<file path="src/rtl/sipo_deser4_pkg.sv">
// sipo_deser4_pkg: shared FSM encoding and width limits for the serial deserialiser
package sipo_deser4_pkg;

    typedef enum logic {
        ST_IDLE  = 1'b0,
        ST_SHIFT = 1'b1
    } state_t;

    localparam int MIN_WIDTH = 2;
    localparam int MAX_WIDTH = 16;

    function automatic bit width_ok(input int w);
        return (w >= MIN_WIDTH) && (w <= MAX_WIDTH);
    endfunction

endpackage

</file>
<file path="src/rtl/sipo_shift_reg.sv">
// sipo_shift_reg: serial-in shift register; MSB_FIRST only picks the shift direction
module sipo_shift_reg #(
    parameter int WIDTH     = 4,
    parameter bit MSB_FIRST = 1'b1
) (
    input  logic             clk,
    input  logic             rst_n,
    input  logic             load_first,
    input  logic             shift_en,
    input  logic             din,
    output logic [WIDTH-1:0] q
);

    logic [WIDTH-1:0] shifted;
    logic [WIDTH-1:0] seeded;

    // Next value when shifting in one more bit, and when starting a fresh frame
    always_comb begin
        shifted = MSB_FIRST ? {q[WIDTH-2:0], din} : {din, q[WIDTH-1:1]};
        seeded  = MSB_FIRST ? {{(WIDTH-1){1'b0}}, din} : {din, {(WIDTH-1){1'b0}}};
    end

    // A frame start wipes any partial word before inserting its first bit
    always_ff @(posedge clk or negedge rst_n) begin
        if (!rst_n)
            q <= '0;
        else if (load_first)
            q <= seeded;
        else if (shift_en)
            q <= shifted;
    end

endmodule

</file>
<file path="src/rtl/sipo_deser4.sv">
// sipo_deser4: framed serial-to-parallel receiver with a single-entry valid/ready output
module sipo_deser4
    import sipo_deser4_pkg::*;
#(
    parameter int WIDTH     = 4,
    parameter bit MSB_FIRST = 1'b1
) (
    input  logic             clk,
    input  logic             rst_n,
    input  logic             s_valid,
    input  logic             s_bit,
    input  logic             s_first,
    output logic [WIDTH-1:0] p_data,
    output logic             p_valid,
    input  logic             p_ready,
    output logic             busy,
    output logic             overrun,
    output logic             frame_err,
    input  logic             clr_err
);

    localparam int CW = $clog2(WIDTH + 1);

    if (!width_ok(WIDTH)) begin : g_bad_width
        $error("sipo_deser4: WIDTH must be within 2..16");
    end

    state_t           state;
    logic [CW-1:0]    count;
    logic [WIDTH-1:0] q;
    logic [WIDTH-1:0] word;
    logic             start;
    logic             shift;
    logic             done;
    logic             accept;
    logic             pop;

    sipo_shift_reg #(.WIDTH(WIDTH), .MSB_FIRST(MSB_FIRST)) u_shift (
        .clk        (clk),
        .rst_n      (rst_n),
        .load_first (start),
        .shift_en   (shift),
        .din        (s_bit),
        .q          (q)
    );

    // The word completed this cycle is the shift register's next value, so it can be captured on the same edge
    always_comb begin
        start  = s_valid & s_first;
        shift  = s_valid & ~s_first & (state == ST_SHIFT);
        done   = shift & (count == CW'(WIDTH - 1));
        pop    = p_valid & p_ready;
        accept = ~p_valid | p_ready;
        word   = MSB_FIRST ? {q[WIDTH-2:0], s_bit} : {s_bit, q[WIDTH-1:1]};
        busy   = (state == ST_SHIFT);
    end

    // Frame FSM, bit counter, holding register and sticky flags; a flag being set beats clr_err
    always_ff @(posedge clk or negedge rst_n) begin
        if (!rst_n) begin
            state     <= ST_IDLE;
            count     <= '0;
            p_data    <= '0;
            p_valid   <= 1'b0;
            overrun   <= 1'b0;
            frame_err <= 1'b0;
        end else begin
            if (start) begin
                state <= ST_SHIFT;
                count <= CW'(1);
            end else if (shift) begin
                state <= done ? ST_IDLE : ST_SHIFT;
                count <= done ? '0 : count + 1'b1;
            end
            if (done && accept) begin
                p_data  <= word;
                p_valid <= 1'b1;
            end else if (pop) begin
                p_valid <= 1'b0;
            end
            overrun   <= (done & ~accept) | (overrun & ~clr_err);
            frame_err <= (start & (state == ST_SHIFT)) | (frame_err & ~clr_err);
        end
    end

endmodule

</file>
<file path="config.mk">
export PLATFORM = sky130hd
export DESIGN_NAME = sipo_deser4
export DESIGN_NICKNAME = d
export VERILOG_FILES = /design/src/rtl/sipo_deser4_pkg.sv /design/src/rtl/sipo_shift_reg.sv /design/src/rtl/sipo_deser4.sv
export SDC_FILE = /design/constraint.sdc
export NUM_CORES = 1
export LEC_CHECK = 0
export ABC_AREA = 1
export CELL_PAD_IN_SITES_DETAIL_PLACEMENT = 1
export CELL_PAD_IN_SITES_GLOBAL_PLACEMENT = 2
export CORE_MARGIN = 2
export CORE_UTILIZATION = 29
export DETAILED_ROUTE_END_ITERATION = 16
export PLACE_DENSITY = 0.8
export SLEW_MARGIN = 20
export SYNTH_ARGS = -nofsm -noshare
export SYNTH_HDL_FRONTEND = slang
export SYNTH_SLANG_ARGS = --single-unit
export TNS_END_PERCENT = 10
</file>
<file path="constraint.sdc">
create_clock -name clk -period 2.15 [get_ports clk]
set_clock_uncertainty 0.2 [all_clocks]
set_input_delay 0.3225 -clock clk [delete_from_list [all_inputs] [get_ports clk]]
set_output_delay 0.3225 -clock clk [all_outputs]
set_load 0.005 [all_outputs]
</file>
Yosys cells after proc, flatten, opt, wreduce, memory -nomap -nowiden
Cells that the tools add are included.
- add/subtract/negate cells: 1
- eq/ne operators: 1
- mux-type cells: 10
- bitwise operators: 16
- reduce and logical (&&, ||, !) cells: 3
- operators with widths (operator ; count):
    3-bit 2-to-1 mux ; 5
    1-bit AND ; 9
    1-bit 2-to-1 mux ; 5
    1-bit NOT ; 4
    2-bit nonzero test ; 2
    3-bit by 1-bit adder with 3-bit output (second input constant) ; 1
    3-bit by 2-bit == test with 1-bit output (second input constant) ; 1
    1-bit bitwise OR ; 3
    1-bit logical AND ; 1
- register bits: 14
- logic and storage cells: 38

Logic depth before layout (Yosys ltp)
- depth after elaboration: 7
- mapped depth: 6
- depth with buffers taken out: 6

Cells and area by module
Synthesis repeated with hierarchy kept, for this count alone.
- cells, all modules: 69
- area total of the unflattened synthesis: 639.4 sq um
- by module, submodules not included (module ; instances ; cells each ; area each (sq um)):
    sipo_deser4 ; 1 ; 51 ; 479.2
    sipo_shift_reg ; 1 ; 18 ; 160.2

Worst setup path after synthesis
Ideal clock, no wire load.
- path kind: register to register
- start point: register count[0]
- end point: register p_data[0]
- library setup time: 0.117 ns
- arrival: 0.915 ns
- path slack: 0.918 ns
- cell stages (with the launch flop): 7
- path through: dfrtp_1 > ha_1 > inv_1 > nor2_4 > nand3_1 > nand2_1 > nand2_1
- word-level cells in the longest chain between the ends: 3
- RTL lines (element ; line ; source):
    from (decl) ; sipo_deser4.sv:29 ; logic [CW-1:0] count;
    from (signal assigned) ; sipo_deser4.sv:73 ; count <= done ? '0 : count + 1'b1;
    3-bit by 2-bit == test with 1-bit output ; sipo_deser4.sv:51 ; done = shift & (count == CW'(WIDTH - 1));
    1-bit AND ; sipo_deser4.sv:51 ;
    1-bit logical AND ; sipo_deser4.sv:75 ; if (done && accept) begin
    to (signal assigned) ; sipo_deser4.sv:76 ; p_data <= word;
    to (decl) ; sipo_deser4.sv:13 ; output logic [WIDTH-1:0] p_data,
Every way passes these cells.
A chain may end at the register's enable or synchronous reset.

Final worst setup path
- start point: register state, in the netlist busy
- end point: output busy
- RTL lines (element ; line ; source):
    from (decl) ; sipo_deser4.sv:28 ; state_t state;
    from (signal assigned) ; sipo_deser4.sv:72 ; state <= done ? ST_IDLE : ST_SHIFT;
    to (decl) ; sipo_deser4.sv:16 ; output logic busy,
No word-level cell between the ends.

==> impl_results.md <==
- CTS buffer count: 3
- Area of the die: 2470 um2
- Hold-fix buffers, CTS: 0
- Crit path DAT: 1.19 ns
- # rows: 16
- Peak supply drop: 0.351 mV
- Routed WL per cell: 11.8 um
- Die Ht: 49.7 um
- Via count: 504
- Final Setup Violations: 0
- Initial drt markers: 2
- Die Wd: 49.7 um
- Routed WL: 1.31 mm
- CP max-delay cell: clkdlybuf4s50_1
- # DRC: 0
- Area growth, synth to finish: 34.8%
- Worst EP required: 1.63 ns
- FMAX: 584 MHz
- Critical path buffers and inverters: 1
- Share of cells above drive strength 1: 9.52%
- DRT Pass-1 Iters: 4
- Leak: 0.403 nW
- Xor and xnor area share after synthesis: 0%
- IO Count: 15
- All-Layer GR Usage: 12.7%
- Total chip power: 800 uW
- Yosys top cell area share: 58.0%
- CTS Buffer Depth: 2
- WS Path Type: reg -> out
- H-Tree Depth: 1
- Initial antenna violation count: 0
- Latest clock arrival within the worst-skew pair: 0.29 ns
- Power Dens Cells: 982 nW/um2
- Ordered cell list for the critical path: clkdlybuf4s50_1
- Compound-Gate Fraction of Synth Area: 6.83%
- Starting Density: 30.8%
- Slew @ Worst Pin: 0.646 ns
- Synth Area per Inst: 9.16 um2
- Synth warn: 0
- Post-CTS sizing: 0
- Fin crit share: 79.6%
- Number of global-route vias before repair: 505
- Cell count after synthesis: 66
- Final #Nets: 93
- Mux share of post-synthesis cell area: 0%
- Largest net degree at the start of global routing: 15
- Worst Hold Class: in -> async
- Grt ovf: 0
- Adder-Cell Fraction of Synth Area: 2.07%
- Core Area: 1960 um2
- CP peak stage delay: 0.52 ns
- Main combinational cell family by area after synthesis: simple AND/OR/NAND/NOR gates
- HPWL Detailed: 1.01 mm
- Status: finished, final reports clean
- Vias per std cell: 4.54
- Startpoint class of the critical path: flop
- Clk root buf: clkbuf_4
- CTS tree: yes
- Yosys reg bits: 14
- Clock sinks: 14
- Setup crit end kind: output pin
- Fin Setup TNS: 0 ns
- First-pass GRT wire length: 2.30 mm
- Slew HR: 56.8%
- Final Slew Violations: 0
- Max-Cap Viols: 0
- Diode count: 0
- Netlist cell types: 13
- Top cells by area, synth: dfrtp_1, nand2_1, inv_1
- CP max FO: 3
- Reg clk slew, reported paths: 0.09 ns
- Syn nets: 74
- Largest delay share family, worst path: buffers and inverters
- RSZ-0062 raised after global routing: no
- Simple logic cell fraction of the synthesized area: 26.9%
- Final min period: 1.71 ns
- Sequential cell area fraction in the yosys report: 58.0%
- Cell taking the most area after synthesis: dfrtp_1
- Antenna-violating nets left: 0
- Count of input and output buffers: 14
- Mapped Area: 604 um2
- Routability Congestion: 0.769
- Post-CTS setup buffer count: 0
- Endpoints failing hold: 0
## worst paths after layout
| path | slack, ns | depth (start not counted) | end | start |
|---|---|---|---|---|
| worst min-delay path | 0.23 | 1 | u_shift.q[2] | rst_n |
| worst max-delay path | 0.44 | 1 | busy | busy |
| min in group clk | 0.28 | 2 | p_data[3] | p_data[3] |
| worst min register to register | 0.28 | 2 | p_data[3] | p_data[3] |
| max in group asynchronous | 1.11 | 1 | overrun | rst_n |
| worst max register to register | 0.75 | 6 | p_data[0] | count[1] |
## report_power, final
part	internal [mW]	switching [mW]	total (mW)
Sequential	0.325	0.0346	0.360
Combinational	0.128	0.118	0.245
Clock	0.103	0.0918	0.195
## flip-flops by register name (all words and copies together), names as in the netlist
signal and flops:
p_data 4, busy 1, frame_err 1, count 3
p_valid 1, overrun 1, u_shift.q 3
## cell usage in the layout, fill, tap and decap left out
cell type	n
nand2_1	19
dfrtp_1	14
clkdlybuf4s50_1	14
inv_1	10
o21ai_0	5
nand3_1	5
nand4_1	4
clkbuf_4	3
nand2_2	2
nor2_4	2
o21ai_1	1
a21oi_1	1
and2_1	1
o22ai_1	1
ha_1	1
clkbuf_8	1
## synthesized netlist by cell type, drive strengths merged
master  instances
and2            1
dfrtp          14
nand2          21
inv            10
o21ai           6
o22ai           1
a21oi           1
nor2            2
ha              1
nand4           4
nand3           5
## layer usage
layer,vias up,global-route usage (%),share of wire (%)
met5,-,0,0
met4,0,8.33,1.4
met3,2,3.03,4.7
met2,12,19.6,49
met1,240,15.7,45
li1,250,-,-
## cell families (layout without fill, tap and decap cells)
group | after synthesis | after routing
AND/OR/NAND/NOR | 33 | 33
AO/OA/AOI/OAI | 8 | 8
adder cells (fa/ha/maj) | 1 | 1
buffers and inverters | 10 | 28
flip-flops | 14 | 14
## through the flow
| step | instances | cell area [um2] | hold WS [ns] | worst slack (ns) | utilization (%) |
|---|---|---|---|---|---|
| floorplan | 66 | 604 | -0.173 | 0.918 | - |
| global placement | 107 | 778 | 0.255 | 0.369 | 39.7 |
| detailed placement | 107 | 778 | 0.267 | 0.363 | 39.7 |
| CTS | 111 | 815 | 0.249 | 0.421 | 41.5 |
| global route | 111 | 815 | 0.272 | 0.374 | 41.5 |
| finish | 111 | 815 | 0.226 | 0.438 | 41.5 |
## area by class of cell
cell class                      count  area (um2)
Tap cell                           27        33.8
Sequential cell                    14         350
Fill cell                         243        1150
Clock buffer                        4        36.3
Multi-Input combinational cell     42         216
Inverter                           10        37.5
Timing Repair Buffer               14         140
No activity file was read; power rests on OpenSTA's default activity.
==> variant 1, RTL diff (same flow settings) <==
`WIDTH` is set to 4 in 2 places; all go to 2.
--- a/src/rtl/sipo_shift_reg.sv
+++ b/src/rtl/sipo_shift_reg.sv
@@ -2,3 +2,3 @@
 module sipo_shift_reg #(
-    parameter int WIDTH     = 4,
+    parameter int WIDTH     = 2,
     parameter bit MSB_FIRST = 1'b1
--- a/src/rtl/sipo_deser4.sv
+++ b/src/rtl/sipo_deser4.sv
@@ -4,3 +4,3 @@
 #(
-    parameter int WIDTH     = 4,
+    parameter int WIDTH     = 2,
     parameter bit MSB_FIRST = 1'b1
Interface: changed (resized p_data); port bits go from 15 to 13. No check against the original RTL was run, so the function may have changed too.
==> variant 1 against the original RTL <==
Total power shrank 44%; worst setup slack lost 0.022 ns; cell area shrank 32%; worst hold slack lost 0.076 ns; utilization grew 1.8 points; clock power shrank 34%; synthesized cell count shrank 35%; first-iteration DRC count grew 50%; sequential cell count shrank 5; routed wire length shrank 40%; count of clock-buffer cells in the layout is the same; area after synthesis shrank 35%; fmax shrank 1.2%; critical path type unchanged; largest cell class unchanged.
==> variant 1: results (changes against the original RTL) <==
The flow ran to the end, and the final reports show no timing, DRC or antenna violations. The number of cells in the finished layout apart from fillers came out at 74 (-33%). The maximum number of pins on one net before global-route repair is 10 (-5).

The share of synthesized area occupied by flip-flops and latches was 0.575 (-0.00463). The routed length on met2 came to 381 µm (-40%). The total number of nets in the final design came out at 67 (-28%). The HPWL after detailed placement came out at 642 µm (-36%).

The pre-CTS setup slack came to 0.484 ns (+0.120 ns). The met3 layer usage reported by global route is 0.0326 (+0.00231). The routed metal-1 wire length came out at 353 µm (-40%). The starting DRC count in detailed routing was 3 (+1). The cell area reported after detailed placement is 531 µm² (-32%). The adder-cell share of the synthesized area is 0 (-0.0207). Ranked by total cell area, the synthesized netlist is headed by sky130_fd_sc_hd__dfrtp_1, sky130_fd_sc_hd__nand2_1, sky130_fd_sc_hd__inv_1. The static leakage is 0.000275 µW (-32%). The number of cells in the design after placement came to 70 (-35%). The arrival time at the worst endpoint came to 1.21 ns (+0.02 ns). Counting instances in the post-synthesis netlist gives the leading cell types as sky130_fd_sc_hd__nand2_1, sky130_fd_sc_hd__dfrtp_1, sky130_fd_sc_hd__inv_1. The instance count of the mapped netlist came to 43 (-35%). The transition time at the pin with the least slew margin came out at 0.391 ns (-0.255 ns). The fraction of met1 tracks used by global routing is 0.151 (-0.00648). The biggest fanout along the worst timing path came out at 5 (+2). The internal reg-to-reg setup slack came out at 0.96 ns (+0.21 ns). The startpoint identified for the worst register-to-register timing path is busy$_DFFE_PN0P_.

The number of buffers added on ports came out at 12 (-2). The clock input transition at the sequential cells of the worst setup and hold paths came out at 0.06 ns (-0.03 ns). The number of optimization iterations in the first detailed-route pass was 3 (-1).

The H-tree level count is 1 (unchanged). The worst supply voltage drop on vdd came out at 278 µV (-21%). Among all flip-flop cells after synthesis, the most frequent one is sky130_fd_sc_hd__dfrtp_1. The first-pass GRT wire length is 1270 µm (-45%). The clock insertion delay at the later pin of the skew report came out at 0.26 ns (-0.03 ns).

The worst register-to-register path ends at u_shift.q[0]$_DFFE_PN0P_. The final worst hold slack is 0.151 ns (-0.0756 ns). In the final layout, the registers with the most flip-flops are count (2), p_data (2). The fraction of final layout cells with drive strength greater than 1 was 0.153 (+0.0573).

The overall global routing resource usage came out at 0.131 (+0.00406). The synthesized netlist net count is 50 (-32%). The number of antenna cells inserted came out at 0 (unchanged). The number of global-route vias before repair came out at 312 (-38%). The met2 track demand over resource is 0.183 (-0.0130). In this run the worst hold path is classified as in2async. The total vias in the final route is 333 (-34%). The met3 wire length is 28 µm (-55%). The placer's final routability congestion estimate is 0.742 (-3.5%). The path depth of the worst reg2reg path is 2 (-4). The average wire per standard cell is 10.6 µm (-11%).

The multiplexer share of the synthesized area came to 0 (unchanged).
## variant 1: cell types whose count changed in the layout (fill, tap and decap cells not counted), sizes merged, moves of 3 or more
cell / before / now
inv: 10 / 5
o21ai: 6 / 3
dfrtp: 14 / 9
nand2: 21 / 17
## variant 1: area by class of cell
class	count	area, µm²
clock buffers	4	26.3
flip-flops and latches	9	225
inverters	5	18.8
repair buffers	12	120
well taps	15	18.8
multi-input cells	29	148
fillers	163	728
## variant 1: power by group
part	switching, µW	total [µW]	internal (µW)
clock	56.9	128	71.4
combinational	47.1	108	60.6
sequential	17.1	214	197
total	121	450	329
## variant 1: worst max-delay path by stage
stage,to,slack (ns),cells past startpoint
6_report,busy,0.42,1
4_1_cts,busy,0.39,1
3_5_place_dp,p_data[0]$_DFFE_PN0P_,0.48,6
3_3_place_gp,u_shift.q[0]$_DFFE_PN0P_,0.47,3
5_1_grt,busy,0.36,1
2_1_floorplan,p_data[0]$_DFFE_PN0P_,1.05,5
==> variant 2, RTL diff (same flow settings) <==
Without the edit above. Put one more register stage on the output `overrun`. The value now appears one clock later. The other outputs are not delayed to match.
--- a/src/rtl/sipo_deser4.sv
+++ b/src/rtl/sipo_deser4.sv
@@ -22,2 +22,4 @@
     localparam int CW = $clog2(WIDTH + 1);
+
+    logic overrun_s0;
 
@@ -64,3 +66,3 @@
             p_valid   <= 1'b0;
-            overrun   <= 1'b0;
+            overrun_s0 <= 1'b0;
             frame_err <= 1'b0;
@@ -80,4 +82,12 @@
             end
-            overrun   <= (done & ~accept) | (overrun & ~clr_err);
+            overrun_s0 <= (done & ~accept) | (overrun_s0 & ~clr_err);
             frame_err <= (start & (state == ST_SHIFT)) | (frame_err & ~clr_err);
+        end
+    end
+
+    always_ff @(posedge clk or negedge rst_n) begin
+        if (!rst_n) begin
+            overrun <= '0;
+        end else begin
+            overrun <= overrun_s0;
         end
Function: changed (a bounded check fails within 10 cycles, from zero or initial values and one cycle with rst_n low).
==> variant 2 against the original RTL <==
Die area rose by 0.56%; sequential cell count rose by 1; synthesized cell count fell by 9.1%; register-to-register slack got worse by 0.03 ns; worst setup slack improved by 0.014 ns; cell area rose by 0.15%; sequential power fell by 1%; area after synthesis rose by 0.62%; total power fell by 14%; routed wire length fell by 10%; count of clock-buffer cells in the layout did not move; clock power fell by 21%; non-clock buffer count rose by 1; highest routed layer unchanged.
==> variant 2: results (changes against the original RTL) <==
The maximum number of pins on one net before global-route repair came out at 16 (+1). The synthesized netlist net count is 68 (-8.1%). Counting instances in the post-synthesis netlist gives the leading cell types as sky130_fd_sc_hd__dfrtp_1, sky130_fd_sc_hd__nand2_1, sky130_fd_sc_hd__inv_1. The total number of nets in the final design came out at 88 (-5.4%). The count of distinct cell types in the synthesized netlist is 15 (+2). The routed wire length is 1180 µm (-10%).

The share of synthesized area occupied by flip-flops and latches is 0.617 (+0.0376). The placer's final routability congestion estimate was 0.777 (+1.1%). The endpoint identified for the worst register-to-register timing path is p_data[3]$_DFFE_PN0P_. The transition time at the pin with the least slew margin came out at 0.308 ns (-0.338 ns). The HPWL after detailed placement came to 908 µm (-9.8%). The clock input transition at the sequential cells of the worst setup and hold paths is 0.09 ns (about the same). The pre-CTS setup slack is 0.419 ns (+0.0560 ns). The first-pass GRT wire length came out at 2130 µm (-7.5%). The final worst hold slack came out at 0.160 ns (-0.0660 ns). The clock insertion delay at the later pin of the skew report came out at 0.27 ns (-0.02 ns). The static leakage came out at 0.000376 µW (-6.5%). The final standard cell utilization of the core is 0.416 (+0.000637). The mean instance size in the synthesized netlist came out at 10.1 µm² (+11%). The number of optimization iterations in the first detailed-route pass is 3 (-1). The average wire per standard cell is 11.1 µm (-6.1%).

The starting DRC count in detailed routing came out at 6 (+4). The worst supply voltage drop on vdd came out at 377 µV (+7.6%). The run finished with clean final reports. The internal reg-to-reg setup slack is 0.72 ns (-0.03 ns).

The number of cells in the design after placement is 102 (-4.7%). The layout filler cell count is 255 (+4.9%). The vias per cell was 4.42 (-2.8%). The fraction of final layout cells with drive strength greater than 1 came out at 0.114 (+0.0187).

Ranked by total cell area, the synthesized netlist is headed by sky130_fd_sc_hd__dfrtp_1, sky130_fd_sc_hd__nand2_1, sky130_fd_sc_hd__inv_1. The clock root buffer master is sky130_fd_sc_hd__clkbuf_4. The cell area reported after detailed placement was 790 µm² (+1.4%).
==> variant 2: layout make-up <==
| cell class | count | area share |
|---|---|---|
| Multi-Input combinational cell | 35 | 0.239 |
| Inverter | 10 | 0.0460 |
| Tap cell | 27 | 0.0414 |
| Timing Repair Buffer | 15 | 0.181 |
| Clock buffer | 4 | 0.0322 |
| Sequential cell | 15 | 0.460 |
==> variant 2: cells by family after synthesis <==
family          after synthesis  share of synthesized area
buf+inv                      10                     0.0617
simple gates                 22                      0.187
compound gates               12                      0.113
fa+ha+maj                     1                     0.0206
flops                        15                      0.617
==> variant 2: power by group <==
group / leakage (µW) / switching [µW] / internal, µW
logic: 0.000165 / 82.6 / 97.3
clock network: 0.0000150 / 83.0 / 71.8
registers: 0.000197 / 25.0 / 330
total: 0.000376 / 191 / 499
==> variant 2: worst max path at each step <==
| stage | cells after the start | start | endpoint | slack [ns] |
|---|---|---|---|---|
| after CTS | 1 | busy$_DFFE_PN0P_ | busy | 0.43 |
| after detailed placement | 6 | s_valid | busy$_DFFE_PN0P_ | 0.42 |
| final | 1 | busy$_DFFE_PN0P_ | busy | 0.45 |
| after global routing | 1 | busy$_DFFE_PN0P_ | busy | 0.36 |
| after global placement | 6 | s_valid | p_data[3]$_DFFE_PN0P_ | 0.44 |
| after floorplan | 6 | count[0]$_DFFE_PN0P_ | p_data[3]$_DFFE_PN0P_ | 0.86 |
==> variant 2: per-layer routing <==
metal | share of wire | GRT usage
met3 | 0.050 | 0.0303
met5 | 0 | 0
met2 | 0.48 | 0.178
met1 | 0.46 | 0.151
met4 | 0.011 | 0.0694
